`src/rtl/fp_add_pkg.sv`:
```
// Shared FP32 types and operand classification for the FP32 adder issue stage.
package fp_add_pkg;

    typedef struct packed {
        logic        sign;
        logic [7:0]  exp;
        logic [22:0] man;
    } fp32_t;

    typedef enum logic [2:0] {
        ZERO,
        SUB,
        NORM,
        INF,
        NAN
    } fp_cls_e;

    localparam logic [7:0] EXP_MAX = 8'hFF;

    function automatic fp_cls_e fp_classify(input fp32_t x);
        fp_cls_e cls;
        if (x.exp == 8'h00) begin
            cls = (x.man == 23'd0) ? ZERO : SUB;
        end else if (x.exp == EXP_MAX) begin
            cls = (x.man == 23'd0) ? INF : NAN;
        end else begin
            cls = NORM;
        end
        return cls;
    endfunction

endpackage

```
`src/rtl/fp_pair_fifo.sv`:
```
// Synchronous FIFO holding operand pairs; exposes occupancy as level.
module fp_pair_fifo #(
    parameter int DEPTH = 4,
    parameter int WIDTH = 64
) (
    input  logic                     clk,
    input  logic                     reset,
    input  logic                     push,
    input  logic [WIDTH-1:0]         wr_data,
    input  logic                     pop,
    output logic [WIDTH-1:0]         rd_data,
    output logic                     full,
    output logic                     empty,
    output logic [$clog2(DEPTH):0]   level
);

    localparam int AW = $clog2(DEPTH);

    logic [WIDTH-1:0] mem [DEPTH];
    logic [AW-1:0]    wr_ptr;
    logic [AW-1:0]    rd_ptr;
    logic             do_push;
    logic             do_pop;

    assign full    = (level == (AW+1)'(DEPTH));
    assign empty   = (level == '0);
    assign do_push = push && !full;
    assign do_pop  = pop && !empty;
    assign rd_data = mem[rd_ptr];

    // Storage carries no reset; validity is tracked by the pointers and level.
    always_ff @(posedge clk) begin
        if (do_push) begin
            mem[wr_ptr] <= wr_data;
        end
    end

    always_ff @(posedge clk) begin
        if (reset) begin
            wr_ptr <= '0;
            rd_ptr <= '0;
            level  <= '0;
        end else begin
            if (do_push) wr_ptr <= wr_ptr + 1'b1;
            if (do_pop)  rd_ptr <= rd_ptr + 1'b1;
            case ({do_push, do_pop})
                2'b10:   level <= level + 1'b1;
                2'b01:   level <= level - 1'b1;
                default: level <= level;
            endcase
        end
    end

endmodule

```
`src/rtl/fp_add_issue.sv`:
```
// Issue stage for the FP32 adder: buffers pairs, drives op_1/op_2/en, delays special-result flags.
// Optional FP_ADD_FTZ_EN: subnormal operands are flushed to signed zero at issue.
module fp_add_issue
    import fp_add_pkg::*;
#(
    parameter int DEPTH     = 4,
    parameter int ADDER_LAT = 3
) (
    input  logic                     clk,
    input  logic                     reset,
    input  logic                     in_valid,
    output logic                     in_ready,
    input  logic [31:0]              in_op_1,
    input  logic [31:0]              in_op_2,
    input  logic                     issue_stall,
    output logic [31:0]              op_1,
    output logic [31:0]              op_2,
    output logic                     en,
    input  logic                     val,
    output logic [$clog2(DEPTH):0]   level,
    output logic                     flag_valid,
    output logic                     flag_nan,
    output logic                     flag_inf,
    output logic                     sync_err
);

    // Handshake: a pair transfers on a rising edge where in_valid && in_ready;
    // in_ready never depends on in_valid.
    logic        full;
    logic        empty;
    logic        push;
    logic        pop;
    logic [63:0] head;
    logic [31:0] iss_1;
    logic [31:0] iss_2;

    assign in_ready = !full && !reset;
    assign push     = in_valid && in_ready;
    assign pop      = !empty && !issue_stall;

    fp_pair_fifo #(
        .DEPTH (DEPTH),
        .WIDTH (64)
    ) u_fifo (
        .clk     (clk),
        .reset   (reset),
        .push    (push),
        .wr_data ({in_op_1, in_op_2}),
        .pop     (pop),
        .rd_data (head),
        .full    (full),
        .empty   (empty),
        .level   (level)
    );

`ifdef FP_ADD_FTZ_EN
    assign iss_1 = (fp_classify(fp32_t'(head[63:32])) == SUB) ? {head[63], 31'd0} : head[63:32];
    assign iss_2 = (fp_classify(fp32_t'(head[31:0]))  == SUB) ? {head[31], 31'd0} : head[31:0];
`else
    assign iss_1 = head[63:32];
    assign iss_2 = head[31:0];
`endif

    always_ff @(posedge clk) begin
        if (reset) begin
            op_1 <= '0;
            op_2 <= '0;
            en   <= 1'b0;
        end else if (pop) begin
            op_1 <= iss_1;
            op_2 <= iss_2;
            en   <= 1'b1;
        end else begin
            en   <= 1'b0;
        end
    end

    // Flags are classified from the issued operands, so flushed subnormals count as zero.
    fp_cls_e cls_1;
    fp_cls_e cls_2;
    logic    nan_now;
    logic    inf_now;

    assign cls_1   = fp_classify(fp32_t'(op_1));
    assign cls_2   = fp_classify(fp32_t'(op_2));
    assign nan_now = en && ((cls_1 == NAN) || (cls_2 == NAN) ||
                            ((cls_1 == INF) && (cls_2 == INF) && (op_1[31] != op_2[31])));
    assign inf_now = en && !nan_now && ((cls_1 == INF) || (cls_2 == INF));

    // Each stage is {valid, nan, inf}; the last stage lines up with the adder's val.
    logic [2:0] dly [ADDER_LAT];

    always_ff @(posedge clk) begin
        if (reset) begin
            for (int i = 0; i < ADDER_LAT; i++) dly[i] <= 3'b000;
        end else begin
            dly[0] <= {en, nan_now, inf_now};
            for (int i = 1; i < ADDER_LAT; i++) dly[i] <= dly[i-1];
        end
    end

    assign flag_valid = dly[ADDER_LAT-1][2];
    assign flag_nan   = dly[ADDER_LAT-1][1];
    assign flag_inf   = dly[ADDER_LAT-1][0];

    always_ff @(posedge clk) begin
        if (reset) begin
            sync_err <= 1'b0;
        end else begin
            sync_err <= sync_err | (val ^ flag_valid);
        end
    end

endmodule
```
`config.mk`:
```
export PLATFORM = sky130hd
export DESIGN_NAME = fp_add_issue
export DESIGN_NICKNAME = d
export VERILOG_FILES = /design/src/rtl/fp_add_pkg.sv /design/src/rtl/fp_pair_fifo.sv /design/src/rtl/fp_add_issue.sv
export SDC_FILE = /design/constraint.sdc
export NUM_CORES = 1
export LEC_CHECK = 0
export BUFFER_PORTS_ARGS = -buffer_cell sky130_fd_sc_hd__buf_2
export CAP_MARGIN = 20
export CORE_MARGIN = 1.5
export CORE_UTILIZATION = 58
export CTS_CLUSTER_SIZE = 40
export DETAILED_ROUTE_END_ITERATION = 10
export HOLD_SLACK_MARGIN = 0.1
export PLACE_DENSITY = 0.79
export SLEW_MARGIN = 25
export SYNTH_ARGS = -nofsm -noshare
export SYNTH_HDL_FRONTEND = slang
export SYNTH_SLANG_ARGS = --single-unit
```
`constraint.sdc`:
```
create_clock -name clk -period 3.6 [get_ports clk]
set_input_delay 0.54 -clock clk [delete_from_list [all_inputs] [get_ports clk]]
set_output_delay 0.54 -clock clk [all_outputs]
set_load 0.005 [all_outputs]
```
==> metrics.cfg <==
[min_path]
holdPathEnd=u_fifo.mem[2][34]$_DFFE_PP_
hold_start=in_op_1[2]
hold_path_class=in -> reg
hold_depth=1

[die]
core_mm2=0.02089
die_x_um=148.4
row_count=53
io_pins=142
fp.dieH_um=148.4
dieArea_mm2=0.02203
initial_core_util_pct=58.71

[sta]
whs_ns=0.2065
fin_setup_tns_ns=0
rsz0062_at_grt=no
setup_viol=0
period_minus_slack_ns=2.366
relSlewSlack_pct=33.61
skew_ns=0.01653
hold_viol=0
post-route-period-util_pct=65.73
slew_viol_final=0
worstMarginPinSlew_ns=0.9958
max_freq_mhz=422.6

[run_status]
outcome=completed

[final_layout]
final_layout_size_suffix_gt1_share_pct=31.45
final_common_cell=edfxtp_1
final_nets=938
mostFrequentLayoutCells=256 x edfxtp_1, 141 x buf_2, 133 x nand2_1, 80 x dfxtp_1, 67 x a21oi_1
final_core_util_pct=68.89
area_delta_synth_final_pct=17.33
fillers=1311

[clock_tree]
cts_tree=yes
cts.repair.resized=0
clock-sinks=338
cts_buffer_depth=3
numCtsBuffers=31
clock_latency_ns=0.55
clk_pin_slew_worst_paths_ns=0.06
cts_root_buf=clkbuf_16
cts-hold-fix-buffers=0
htreeDepth=1
cts_setup_buffers=0

[place]
dp_hpwl_mm=15.22
portBuffers=141
place.gp.congestion=0.7395

[power]
power.net_switching_mw=2.773
p_sw_share_pct=27.02
power.density_mw_per_mm2=713.2
cellInternalPower_mw=7.490
seqPwrFrac_pct=47.9
combPwrFrac_pct=19.1
power.leakage_nw=4.976
p_total_mw=10.26
ir_drop_mv=0.5313
p_clk_share_pct=33.0

[setup_path]
cp_cell_sequence=inv_1 -> a31oi_1 -> and2_1 -> inv_1 -> ha_1 -> inv_1 -> fa_1 -> xor2_1 -> or3_1 -> a21oi_1
end_kind=flop
critPathKind=reg -> reg
crit_fanout=6
cp-startpoint=u_fifo.level[1]$_SDFFE_PP0P_
reg2reg_slack_ns=1.23
slowest_stage=a31oi_1
worstSetupStartpointType=flop
r2r_end=u_fifo.level[2]$_SDFFE_PP0P_
worstReg2RegStart=u_fifo.level[1]$_SDFFE_PP0P_
max_stage_delay_ns=0.47
crit_top_cell=inv_1
r2r_cells=10
arrival_ns=2.83
crit_required_ns=4.06

[drt]
viasPerCell=5.816
ant_nets=0
vias=6776
routed_wl_mm=25.66
routedWlPerCell_um=22.02
dr.pass1.iters=6
drt-initial-drc-count=601
drc_errors=0

[grt]
grt_pass1_wl_mm=38.90
grtUsageTotal_pct=23.66
grt_max_degree=67
grt_pass1_vias=6783
grt_overflow=0
grt_antenna_before_repair=5

[yosys]
syn-cell-area_mm2=0.01226
syn_avg_cell_area_um2=17.20
ys.flop_type=edfxtp_1
synth_fp_nets=788
synth_cell_types=33
syn_inst=713
synth_edf_count=256
synth_warnings=0
ys_seq_area_share_pct=76.07
ys_ff_latch=338
async_flop_share_pct=0

[run]
drv_cap=0

-- critical path: cells and delay by family (launching register included) --
family	cells	cell delay, ns
buffers and inverters	3	0.25
adders and majority gates	2	0.40
AOI/OAI and AO/OA	2	0.61
and+or+nand+nor	2	0.58
DFF	1	0.37
xor gates and xnor gates	1	0.07
-- Yosys cell counts, types with 3 or more instances --
| library cell | number | area [µm²] |
|---|---|---|
| nand4_1 | 6 | 37.54 |
| inv_1 | 8 | 30.03 |
| nor4_1 | 7 | 43.79 |
| clkbuf_1 | 22 | 82.58 |
| mux4_2 | 64 | 1441 |
| nor3_1 | 3 | 15.01 |
| and3_1 | 4 | 25.02 |
| edfxtp_1 | 256 | 7687 |
| nand2_1 | 133 | 499.2 |
| buf_2 | 11 | 55.05 |
| xor2_1 | 5 | 43.79 |
| nor2_1 | 11 | 41.29 |
| ha_1 | 5 | 62.56 |
| nor4_2 | 3 | 37.54 |
| nor2b_1 | 6 | 37.54 |
| a21oi_1 | 67 | 335.3 |
| dfxtp_1 | 82 | 1642 |
-- power by group through the flow --
| stage | clock [mW] | combinational, mW | sequential, mW |
|---|---|---|---|
| detailed placement | 0 | 1.95 | 5.00 |
| CTS | 3.42 | 1.97 | 4.92 |
| floorplan | 0 | 1.38 | 4.81 |
| global placement | 0 | 1.91 | 4.99 |
| global route | 3.58 | 2.13 | 4.96 |
| finish | 3.38 | 1.96 | 4.92 |
-- layout make-up --
cell class / count / area [µm²] / share of cell area, %
repair buffers: 154 / 840.8 / 5.843
clock buffers: 43 / 860.8 / 5.982
diodes: 3 / 7.507 / 0.05217
inverters: 8 / 30.03 / 0.2087
clock inverters: 14 / 205.2 / 1.426
well taps: 275 / 344.1 / 2.391
flip-flops and latches: 338 / 9336 / 64.88
multi-input cells: 330 / 2765 / 19.22
-- logic make-up (layout without fill, tap and decap cells) --
logic type,after synthesis,in the layout,share of synthesized area [%]
DFF,338,338,76.07
and+or+nand+nor,180,180,6.366
AOI/OAI and AO/OA,73,73,3.091
muxes,64,64,11.75
buffers and inverters,45,219,1.551
xor gates and xnor gates,7,7,0.4999
adders and majority gates,6,6,0.6733
other,0,3,0
-- registers in the layout (all words and copies together) (netlist names) --
register       cells
op_2              32
en                 1
u_fifo.mem       256
u_fifo.wr_ptr      2
op_1              32
u_fifo.level       3
u_fifo.rd_ptr      2
dly                9
sync_err           1
-- worst max path at each step --
stage / slack [ns] / cells past startpoint / to
floorplan: 0.55 / 3 / u_fifo.mem[0][0]$_DFFE_PP_
global placement: 1.23 / 4 / u_fifo.mem[2][39]$_DFFE_PP_
detailed placement: 1.13 / 4 / u_fifo.mem[2][29]$_DFFE_PP_
CTS: 1.26 / 10 / u_fifo.level[2]$_SDFFE_PP0P_
global route: 1.02 / 10 / u_fifo.level[2]$_SDFFE_PP0P_
finish: 1.23 / 10 / u_fifo.level[2]$_SDFFE_PP0P_
-- metrics by stage --
step / instances / instance area, µm² / worst slack (ns)
after floorplan: 713 / 12260 / 0.5545
after global placement: 1105 / 13320 / 1.232
after detailed placement: 1105 / 13320 / 1.132
after CTS: 1162 / 14380 / 1.259
after global routing: 1164 / 14390 / 1.018
final: 1165 / 14390 / 1.234
-- metal layers --
| metal | vias up | routed length (µm) | part of all wire, % | GRT usage, % |
|---|---|---|---|---|
| met4 | 4 | 713 | 2.8 | 8.911 |
| met1 | 3418 | 10690 | 42 | 34.29 |
| met2 | 288 | 12300 | 48 | 36.75 |
| met3 | 46 | 1919 | 7.5 | 4.080 |
| met5 | - | 31 | 0.12 | 0 |
| li1 | 3020 | - | - | - |
Note: power is estimated with default switching activity, not from simulation.
